**src/rtl/down_counter_pkg.sv**
```systemverilog
// Shared types and defaults for the loadable down-counter/timer.
package down_counter_pkg;

    localparam int unsigned DEFAULT_WIDTH = 8;

    typedef enum logic [1:0] {
        IDLE   = 2'b00,
        RUN    = 2'b01,
        PAUSED = 2'b10
    } state_t;

endpackage

```
**src/rtl/down_counter.sv**
```systemverilog
// Loadable down-counter: decrements on enable, pulses zero at terminal count,
// then stops or reloads from the last loaded start value.
module down_counter
    import down_counter_pkg::*;
#(
    parameter int unsigned WIDTH = DEFAULT_WIDTH
) (
    input  logic             clk,
    input  logic             reset,
    input  logic             load,
    input  logic [WIDTH-1:0] load_value,
    input  logic             enable,
    input  logic             auto_reload,
    output logic [WIDTH-1:0] value,
    output logic             busy,
    output logic             zero
);

    state_t           state;
    logic [WIDTH-1:0] reload_reg;

    // State, datapath and zero pulse share one register block; busy tracks state.
    always_ff @(posedge clk or negedge reset) begin
        if (!reset) begin
            state      <= IDLE;
            value      <= '0;
            reload_reg <= '0;
            busy       <= 1'b0;
            zero       <= 1'b0;
        end else begin
            zero <= 1'b0;
            if (load) begin
                value      <= load_value;
                reload_reg <= load_value;
                if (load_value != '0) begin
                    state <= RUN;
                    busy  <= 1'b1;
                end else begin
                    state <= IDLE;
                    busy  <= 1'b0;
                end
            end else begin
                case (state)
                    IDLE: begin
                        busy <= 1'b0;
                    end
                    RUN, PAUSED: begin
                        if (enable) begin
                            // Resume from PAUSED counts on the same edge.
                            state <= RUN;
                            busy  <= 1'b1;
                            if (value == WIDTH'(1)) begin
                                zero <= 1'b1;
                                if (auto_reload) begin
                                    value <= reload_reg;
                                end else begin
                                    value <= '0;
                                    state <= IDLE;
                                    busy  <= 1'b0;
                                end
                            end else begin
                                value <= value - WIDTH'(1);
                            end
                        end else begin
                            state <= PAUSED;
                            busy  <= 1'b1;
                        end
                    end
                    default: begin
                        state <= IDLE;
                        busy  <= 1'b0;
                    end
                endcase
            end
        end
    end

endmodule

```
**config.mk**
```make
export PLATFORM = sky130hd
export DESIGN_NAME = down_counter
export DESIGN_NICKNAME = d
export VERILOG_FILES = /design/src/rtl/down_counter_pkg.sv /design/src/rtl/down_counter.sv
export SDC_FILE = /design/constraint.sdc
export NUM_CORES = 1
export LEC_CHECK = 0
export ABC_AREA = 1
export CORE_MARGIN = 2
export CORE_UTILIZATION = 25
export CTS_BUF_LIST = sky130_fd_sc_hd__clkbuf_4 sky130_fd_sc_hd__clkbuf_8
export DETAILED_ROUTE_END_ITERATION = 10
export SLEW_MARGIN = 20
export SYNTH_ARGS = -nofsm -noshare
export SYNTH_HDL_FRONTEND = slang
export SYNTH_SLANG_ARGS = --single-unit
```
**constraint.sdc**
```tcl
create_clock -name clk -period 2 [get_ports clk]
set_input_delay 0.4 -clock clk [delete_from_list [all_inputs] [get_ports clk]]
set_output_delay 0.4 -clock clk [all_outputs]
set_load 0.03 [all_outputs]
```
# After elaboration in Yosys (flattened, before gate mapping)
# Index checks and enable logic that the tools add are counted.
# op_classes
n_reduce_logical	6
n_mux	21
n_addsub	1
n_eq_ne	4
# op_table
operator	count
8-bit two-way mux	5
1-bit two-way mux	13
8-bit by 1-bit == test with 1-bit output, second input constant	1
8-bit nonzero test	1
8-bit by 1-bit subtractor with 8-bit output, second input constant	1
2-bit two-way mux	2
2-bit one-hot mux with 2 select lines	1
2-bit nonzero test	2
2-bit by 1-bit == test with 1-bit output, second input constant	1
2-bit == test, second input constant	1
2-bit logical NOT	1
2-bit inequality test, second input constant	1
2-bit AND reduction	1
2-bit OR reduction	1
# word_totals
out_inout_bits	10
in_bits	13
register_bits	20

# Depth between registers and ports, before layout
# Gate-level depths: netlist of the first run.
# logic_depth
depth_word	5
depth_mapped	10
depth_no_buf	9

# Worst setup path after synthesis of the first run
# OpenSTA, ideal clock, no wires.
# synth_timing
kind	register to register
start	reg value[1]
end	reg value[5]
required_ns	1.927
synth_period_minus_slack_ns	1.417
stages_incl_launch_ff	8
slack_ns	0.583
t_arrival_ns	1.343
path_cell_list	dfrtp_1 -> inv_1 -> ha_1 -> nand2_2 -> nor2_8 -> nor2_2 -> nand3_1 -> a21oi_2
# synth_via
elab_chain_len	5
elab_cells_between_ends	6
# synth_rtl
item	line	source
start, declared	down_counter.sv:14	output logic [WIDTH-1:0] value,
start signal, assigned	down_counter.sv:33	value <= load_value;
start signal, assigned	down_counter.sv:55	value <= reload_reg;
start signal, assigned	down_counter.sv:62	value <= value - WIDTH'(1);
8-bit by 1-bit subtractor with 8-bit output / 8-bit by 1-bit == test with 1-bit output (equally long branches)	down_counter.sv:62, down_counter.sv:52	
8-bit two-way mux *	down_counter.sv:52	if (value == WIDTH'(1)) begin
8-bit two-way mux *	down_counter.sv:48	if (enable) begin
8-bit two-way mux *	down_counter.sv:43	case (state)
8-bit two-way mux *	down_counter.sv:32	if (load) begin
# Every way passes the cells marked *; elsewhere a longest branch is shown, timed or not. The select of a mux whose other input is x is not followed.
# A chain may end at the register's enable or synchronous reset.

# Final worst setup path of the first run
# layout_timing
start	reg value[2]
end	out value[2]
# No word-level cell between the ends.

==> results.md, run 1 <==
- The number of enable flip-flop cells after synthesis is 0.
- From left edge to right edge, the die measures 74.4 um.
- The critical path goes through clkdlybuf4s50_1.
- The overall routed net length is 2.72 mm.
- The worst setup slack after placement is 0.201 ns.
- For this design, the CTS-stage hold fixing added 0 buffers.
- The starting DRC count in detailed routing is 99.
- The async set or reset register ratio after synthesis is 1.00.
- Summing internal, switching and leakage power gives 1.24 mW.
- The via count is 1094.
- The library cells used most frequently in the layout, excluding fill and tap cells, are 45 x sky130_fd_sc_hd__nand2_1, 32 x sky130_fd_sc_hd__inv_1, 22 x sky130_fd_sc_hd__clkdlybuf4s50_1, 20 x sky130_fd_sc_hd__dfrtp_1, 18 x sky130_fd_sc_hd__nor2_1.
- Of the post-synthesis cell area, the dominant cell type holds 0.404.
- The congestion estimate from routability-driven global placement came to 0.811.
- Of the total power, combinational logic draws 0.339.
- The final layout net count is 214.
- The share of total power dissipated in sequential elements is 0.411.
- The sum of routed wire segments on met1 is 1.36 mm.
- The full die area is 5530 um^2.
- Setup repair after global routing left no endpoint under its margin.
- The first global-routing pass estimated 4.84 mm of wire.
- The leading cell type in the layout, fill and taps excluded is sky130_fd_sc_hd__nand2_1.
- Dividing the detail-routed wire length by the instance count gives 10.3 um.
- The flow ran to the end, and the final reports show no timing, DRC or antenna violations.
- The standby leakage power is 0.811 nW.
- The path class of the lowest-slack min-delay path is in -> async.
- The worst setup skew after layout is 0.00336 ns.
- The via count of the first global-routing pass is 1073.
- The final critical path time including I/O delays and setup is 1.87 ns.
- Of the synthesized area, sequential elements account for 0.404.
- The final worst-path setup slack is 0.130 ns.
- The detailed route wirelength on metal3 is 158 um.
- Dividing the final minimum period by the clock period gives 0.935.
- The worst voltage drop across the vdd grid is 0.000258 V.
- Once the clock tree was built, the setup fixing pass inserted 0 buffers.
- The total count of max-transition violations in the final report is 0.
- The worst endpoint required time is 1.60 ns.
- Summing every instance area after synthesis gives 1240 um^2.
- The post-detailed-route DRC marker count is 0.
- Power spread over the standard cell area amounts to 776 nW/um^2.
- Setup violations remaining at the end of the flow were counted as 0.
- The number of buffers created by CTS is 3.
- The net switching fraction of the power is 0.357.
- The post-synthesis instance total is 172.
- Detailed placement finished with a half-perimeter wire length of 2.13 mm.
- On the critical path the largest part of the delay comes from buffers and inverters.
- The clock transition at the registers of the reported paths is 0.07 ns.
- The global-route total usage across every layer is 0.110.
- The slowest stage cell on the critical path is sky130_fd_sc_hd__clkdlybuf4s50_1.
- The number of resized instances in the post-cts repair step is 0.
- The worst pin sits at a relative slew slack of 0.682.
- Of the total power, the clock network draws 0.251.
- The highest clock rate is 0.535 GHz.
- At the later pin of the worst-skew pair, clock insertion delay measures 0.26 ns.
- The final hold violation count came to 0.
- The number of buffers and inverters on the critical path is 1.
- The starting utilization of the core area is 0.260.
- The endpoint kind of the worst setup timing path is an output pin.
- During synthesis, Yosys emitted a total of 0 warnings.
- The setup total negative slack is 0 ns.
- The initial antenna violation count is 0.
- The number of fill cells is 527.
- The startpoint-to-endpoint class of the critical path is reg -> out.
- The ratio of cells with drive above 1 in the final layout is 0.102.
- The count of input and output buffers is 22.
- Summed over all nets, the switching power comes to 0.442 mW.
- The remaining global-route overflow is 0.
- The synthesis-to-layout area growth is 29.1%.
- The startpoint type of the worst setup path is a flop.
- The clock tree from TritonCTS is done.
- The first detailed-routing pass ran for 4 iterations.
- The floorplan core area is 4750 um^2.
- Data on the critical path arrives at its endpoint at 1.47 ns.
- The cell at the root of the clock tree is sky130_fd_sc_hd__clkbuf_8.
- Counting flops and latches in the post-synthesis netlist gives 20.
- Row generation in the floorplan step produced 25 rows.
- In this run the count of I/O pins placed on the die edge is 23.
- The leading area contributor after synthesis is sky130_fd_sc_hd__dfrtp_1.
- Once placement finished, the instance area stood at 1540 um^2.
- The synthesized netlist net count is 188.
- The H-tree level count is 1.
- The clock passes through at most 2 buffers.
- The count of max-cap constraint violations is 0.
- On the worst path, the slowest cell contributes a delay of 0.73 ns.
- The most used flip-flop cell after synthesis is sky130_fd_sc_hd__dfrtp_1.
- The y dimension of the die is 74.4 um.
- The clock sink total is 20.
- A synthesized cell averages 7.19 um^2.
- After detailed routing, no signal wire sits above met4.
- After synthesis, the cell types taking the most area are sky130_fd_sc_hd__dfrtp_1 40%, sky130_fd_sc_hd__nand2_1 14%, sky130_fd_sc_hd__inv_1 9.7%.
- The summed area of non-filler cells in the final layout is 1600 um^2.
- Cell internal power was estimated by the tool at 0.798 mW.
- The pin count of the biggest net entering global routing is 21.
- Synthesis instantiated 24 different standard cells from the library.
- The count of inserted antenna diode cells is 0.
- The count of nets left with antenna violations after detail routing is 0.
- The sum of met2 wire segment lengths after detailed routing is 1.18 mm.
- In this run the worst path has a maximum fanout of 5.
- The transition at the pin with the smallest max-transition slack is 0.477 ns.
- For this run, the share of the core covered by cells in the final layout is 0.336.
- The via density per instance is 4.14.
[cell type report]
| type | instances | area (um^2) | share of cell area |
|---|---|---|---|
| multi-input cells | 116 | 599 | 0.375 |
| flip-flops and latches | 20 | 500 | 0.313 |
| repair buffers | 24 | 235 | 0.147 |
| inverters | 33 | 124 | 0.0775 |
| well taps | 67 | 83.8 | 0.0525 |
| clock buffers | 4 | 55.1 | 0.0345 |
[logic make-up after synthesis]
kind of cell	count (synthesis)	synth area share
flops	20	0.404
buf+inv	36	0.111
fa+ha+maj	3	0.0303
compound gates	22	0.106
simple gates	89	0.334
xor+xnor	2	0.0142
[stage by stage]
step,hold WS (ns),std cells
detailed placement,0.468,260
CTS,0.488,264
finish,0.480,264
global route,0.511,264
floorplan,0.104,172
global placement,0.470,260
[synthesized netlist by cell type (3+ instances only)]
cell type / count
sky130_fd_sc_hd__nand4_1: 3
sky130_fd_sc_hd__a21oi_2: 3
sky130_fd_sc_hd__nand3_1: 13
sky130_fd_sc_hd__inv_1: 32
sky130_fd_sc_hd__o21ai_0: 12
sky130_fd_sc_hd__o21ai_1: 3
sky130_fd_sc_hd__ha_1: 3
sky130_fd_sc_hd__nor2_1: 18
sky130_fd_sc_hd__dfrtp_1: 20
sky130_fd_sc_hd__nand2_1: 45
[per-layer routing]
metal	GRT usage	up-vias
met1	0.157	488
met3	0.0176	2
met5	0	-
met4	0.0298	0
met2	0.175	26
li1	-	578
[worst paths after layout]
kind / from / end / slack, ns / cells past startpoint
setup / recovery: value[2] / value[2] / 0.13 / 1
hold / removal: reset / reload_reg[6] / 0.48 / 2
setup reg to reg: state[1] / value[6] / 0.43 / 9
hold reg to reg: reload_reg[1] / reload_reg[1] / 0.49 / 2
max in group asynchronous: reset / value[3] / 1.31 / 2
min in group clk: reload_reg[1] / reload_reg[1] / 0.49 / 2
[power by group through the flow]
stage | clock [mW] | combinational [mW] | sequential [mW]
2_1_floorplan | 0 | 0.213 | 0.571
3_3_place_gp | 0 | 0.419 | 0.518
3_5_place_dp | 0 | 0.421 | 0.518
4_1_cts | 0.317 | 0.423 | 0.510
5_1_grt | 0.333 | 0.474 | 0.518
6_report | 0.311 | 0.420 | 0.509
(Power assumes the default switching activity.)
==> run 2: changes to the inputs <==
--- a/config.mk
+++ b/config.mk
@@ -6,7 +6,7 @@
 export NUM_CORES = 1
 export LEC_CHECK = 0
 export ABC_AREA = 1
-export CORE_MARGIN = 2
+export CORE_MARGIN = 4
 export CORE_UTILIZATION = 25
 export CTS_BUF_LIST = sky130_fd_sc_hd__clkbuf_4 sky130_fd_sc_hd__clkbuf_8
 export DETAILED_ROUTE_END_ITERATION = 10
==> results.md, run 2 (synthesis results as in run 1) <==
- Final hold analysis gives a worst-case slack of 0.471 ns.
- In this run, post-CTS hold repair placed 0 buffers.
- The clock insertion delay at the later pin of the skew report is 0.27 ns.
- For this run, design rule violations remaining after detail routing come to 0.
- The floorplan core area is 4750 um^2.
- The signal on the critical path passes through clkdlybuf4s50_1.
- Of the available clock period, the critical path in the final layout requires 0.938.
- VDD sags by at most 0.000381 V.
- The number of resized instances in the post-cts repair step is 0.
- In this run the tightest slew margin relative to its limit is 0.696.
- For the finished layout, the period the worst path requires is 1.88 ns.
- The via count of the first global-routing pass is 1066.
- The full die area is 6140 um^2.
- The wire length of the first global-routing pass is 4.91 mm.
- The count of inserted antenna diode cells is 0.
- Of the total power, the share spent switching nets is 0.337.
- Based on the critical path, the design can be clocked at up to 0.533 GHz.
- The cell at the root of the clock tree is sky130_fd_sc_hd__clkbuf_8.
- The via density per instance is 4.20.
- The layout has 549 filler cells.
- CTS saw 20 sinks.
- The setup violation total in the final timing report is 0.
- The run finished with clean final reports.
- The standby leakage power is 0.818 nW.
- The first-pass iteration count of the detailed router is 4.
- The leading cell type in the layout, fill and taps excluded is sky130_fd_sc_hd__nand2_1.
- In this design, the stage delay of the slowest critical-path cell is 0.72 ns.
- The buffer levels on the longest clock path is 2.
- The combinational fraction of design power is 0.312.
- Internal power comes to 0.890 mW.
- The final hold violation count was 0.
- Along the worst path, the maximum fanout reaches 5.
- In the final routed layout, each cell accounts on average for 10.8 um.
- For this block, the routed nets add up to 2.85 mm of wire.
- The synthesis-to-layout area growth is 30.4%.
- The startpoint type of the worst setup path is a flop.
- In this run the worst hold path is classified as in -> async.
- The pin count of the biggest net entering global routing is 21.
- The setup total negative slack is 0 ns.
- The completed layout was analyzed and its total power is 1.34 mW.
- The arrival time at the worst endpoint is 1.48 ns.
- In the global route stage, overall resource usage came out at 0.0985.
- The endpoint kind of the worst setup timing path is an output pin.
- The width of the chip is 78.4 um.
- For this design the ratio of total power to cell area is 832 nW/um^2.
- Summing over every cut layer, the via total after detailed routing is 1108.
- The starting DRC count in detailed routing is 66.
- Grouping stages by cell kind, the critical path spends the most delay in buffers and inverters.
- In this run the critical register-to-register path is launched from state[0].
- At the end of routability-driven placement, the weighted congestion stood at 0.791.
- TritonCTS built the clock tree.
- The timing startpoint of the critical path is value[2].
- The worst endpoint required time is 1.60 ns.
- The count of input and output buffers is 22.
- The count of max-cap constraint violations is 0.
- Of the total power, registers draw 0.380.
- The number of placement rows is 25.
- For the pin with the worst max-slew slack, the measured transition is 0.456 ns.
- The worst setup path is of the reg -> out kind.
- The clock transition at the registers of the reported paths is 0.08 ns.
- On the critical path, the stage with the largest delay is an instance of sky130_fd_sc_hd__clkdlybuf4s50_1.
- 23 I/O pins were placed.
- The ratio of cells with drive above 1 in the final layout is 0.102.
- CTS built an H-tree with a depth of 1.
- The final layout contains 214 nets.
- Global routing finished with a remaining overflow of 0.
- In the layout the commonest cells are 45 x sky130_fd_sc_hd__nand2_1, 32 x sky130_fd_sc_hd__inv_1, 22 x sky130_fd_sc_hd__clkdlybuf4s50_1, 20 x sky130_fd_sc_hd__dfrtp_1, 18 x sky130_fd_sc_hd__nor2_1.
- The share of total power dissipated in the clock network is 0.309.
- The initial antenna violation count was 0.
- The total count of max-transition violations in the final report is 0.
- Setup repair after global routing left no endpoint under its margin.
- The worst setup skew after layout is 0.00718 ns.
- The detailed-placement wirelength estimate is 2.23 mm.
- The number of buffers created by CTS is 3.
- In this run the power spent charging and discharging nets is 0.453 mW.
- The number of buffers and inverters on the critical path is 1.
- The post-CTS repair timing setup buffer count is 0.
- For this configuration, the core starts out at a cell density of 0.260.
- The count of nets left with antenna violations after detail routing is 0.
- The y dimension of the die is 78.4 um.
==> run 2: changes by cell type in the layout (fill, tap and decap cells not counted), sizes merged <==
cell	change
clkbuf	-1
bufinv	+1
==> run 2: power by group through the flow <==
stage	Clock, mW	Combinational (mW)	Sequential (mW)
2_1_floorplan	0	0.213	0.571
3_3_place_gp	0	0.420	0.519
3_5_place_dp	0	0.422	0.518
4_1_cts	0.420	0.424	0.510
5_1_grt	0.435	0.475	0.519
6_report	0.414	0.419	0.510
==> run 2: layout make-up <==
class,count,area [um^2],area share
multi-input cells,116,599,0.371
flip-flops and latches,20,500,0.310
repair buffers,24,235,0.146
inverters,33,124,0.0767
well taps,67,83.8,0.0519
clock buffers,3,41.3,0.0256
clock inverters,1,30.0,0.0186
==> run 2: worst paths after layout <==
| check | endpoint | slack (ns) | depth (start not counted) |
|---|---|---|---|
| worst max-delay path | value[2] | 0.12 | 1 |
| worst min-delay path | zero | 0.47 | 2 |
| worst max register to register | value[2] | 0.43 | 8 |
| worst min register to register | state[1] | 0.50 | 2 |
| max in group asynchronous | reload_reg[2] | 1.30 | 2 |
| min in group clk | state[1] | 0.50 | 2 |
==> run 2: through the flow <==
stage                     instances  worst slack, ns  utilization  instance area [um^2]
after floorplan                 172            0.583            -                  1240
after global placement          260            0.238        0.324                  1540
after detailed placement        260            0.191        0.324                  1540
after CTS                       264            0.115        0.339                  1610
after global routing            264           0.0743        0.339                  1610
final                           264            0.124        0.339                  1610
==> run 2: metal layers <==
metal  vias up  part of all wire  track usage
met5         -                 0            0
li1        578                 -            -
met2        21              0.42        0.149
met1       504              0.52        0.142
met4         0             0.015       0.0315
met3         5             0.041       0.0172
==> run 2: worst reg2reg max path: cells and delay by family, from the launching register on <==
family,cells,cell delay [ns]
DFF,1,0.35
buffers and inverters,3,0.13
and+or+nand+nor,3,0.32
AOI/OAI and AO/OA,1,0.39
adders and majority gates,1,0.27
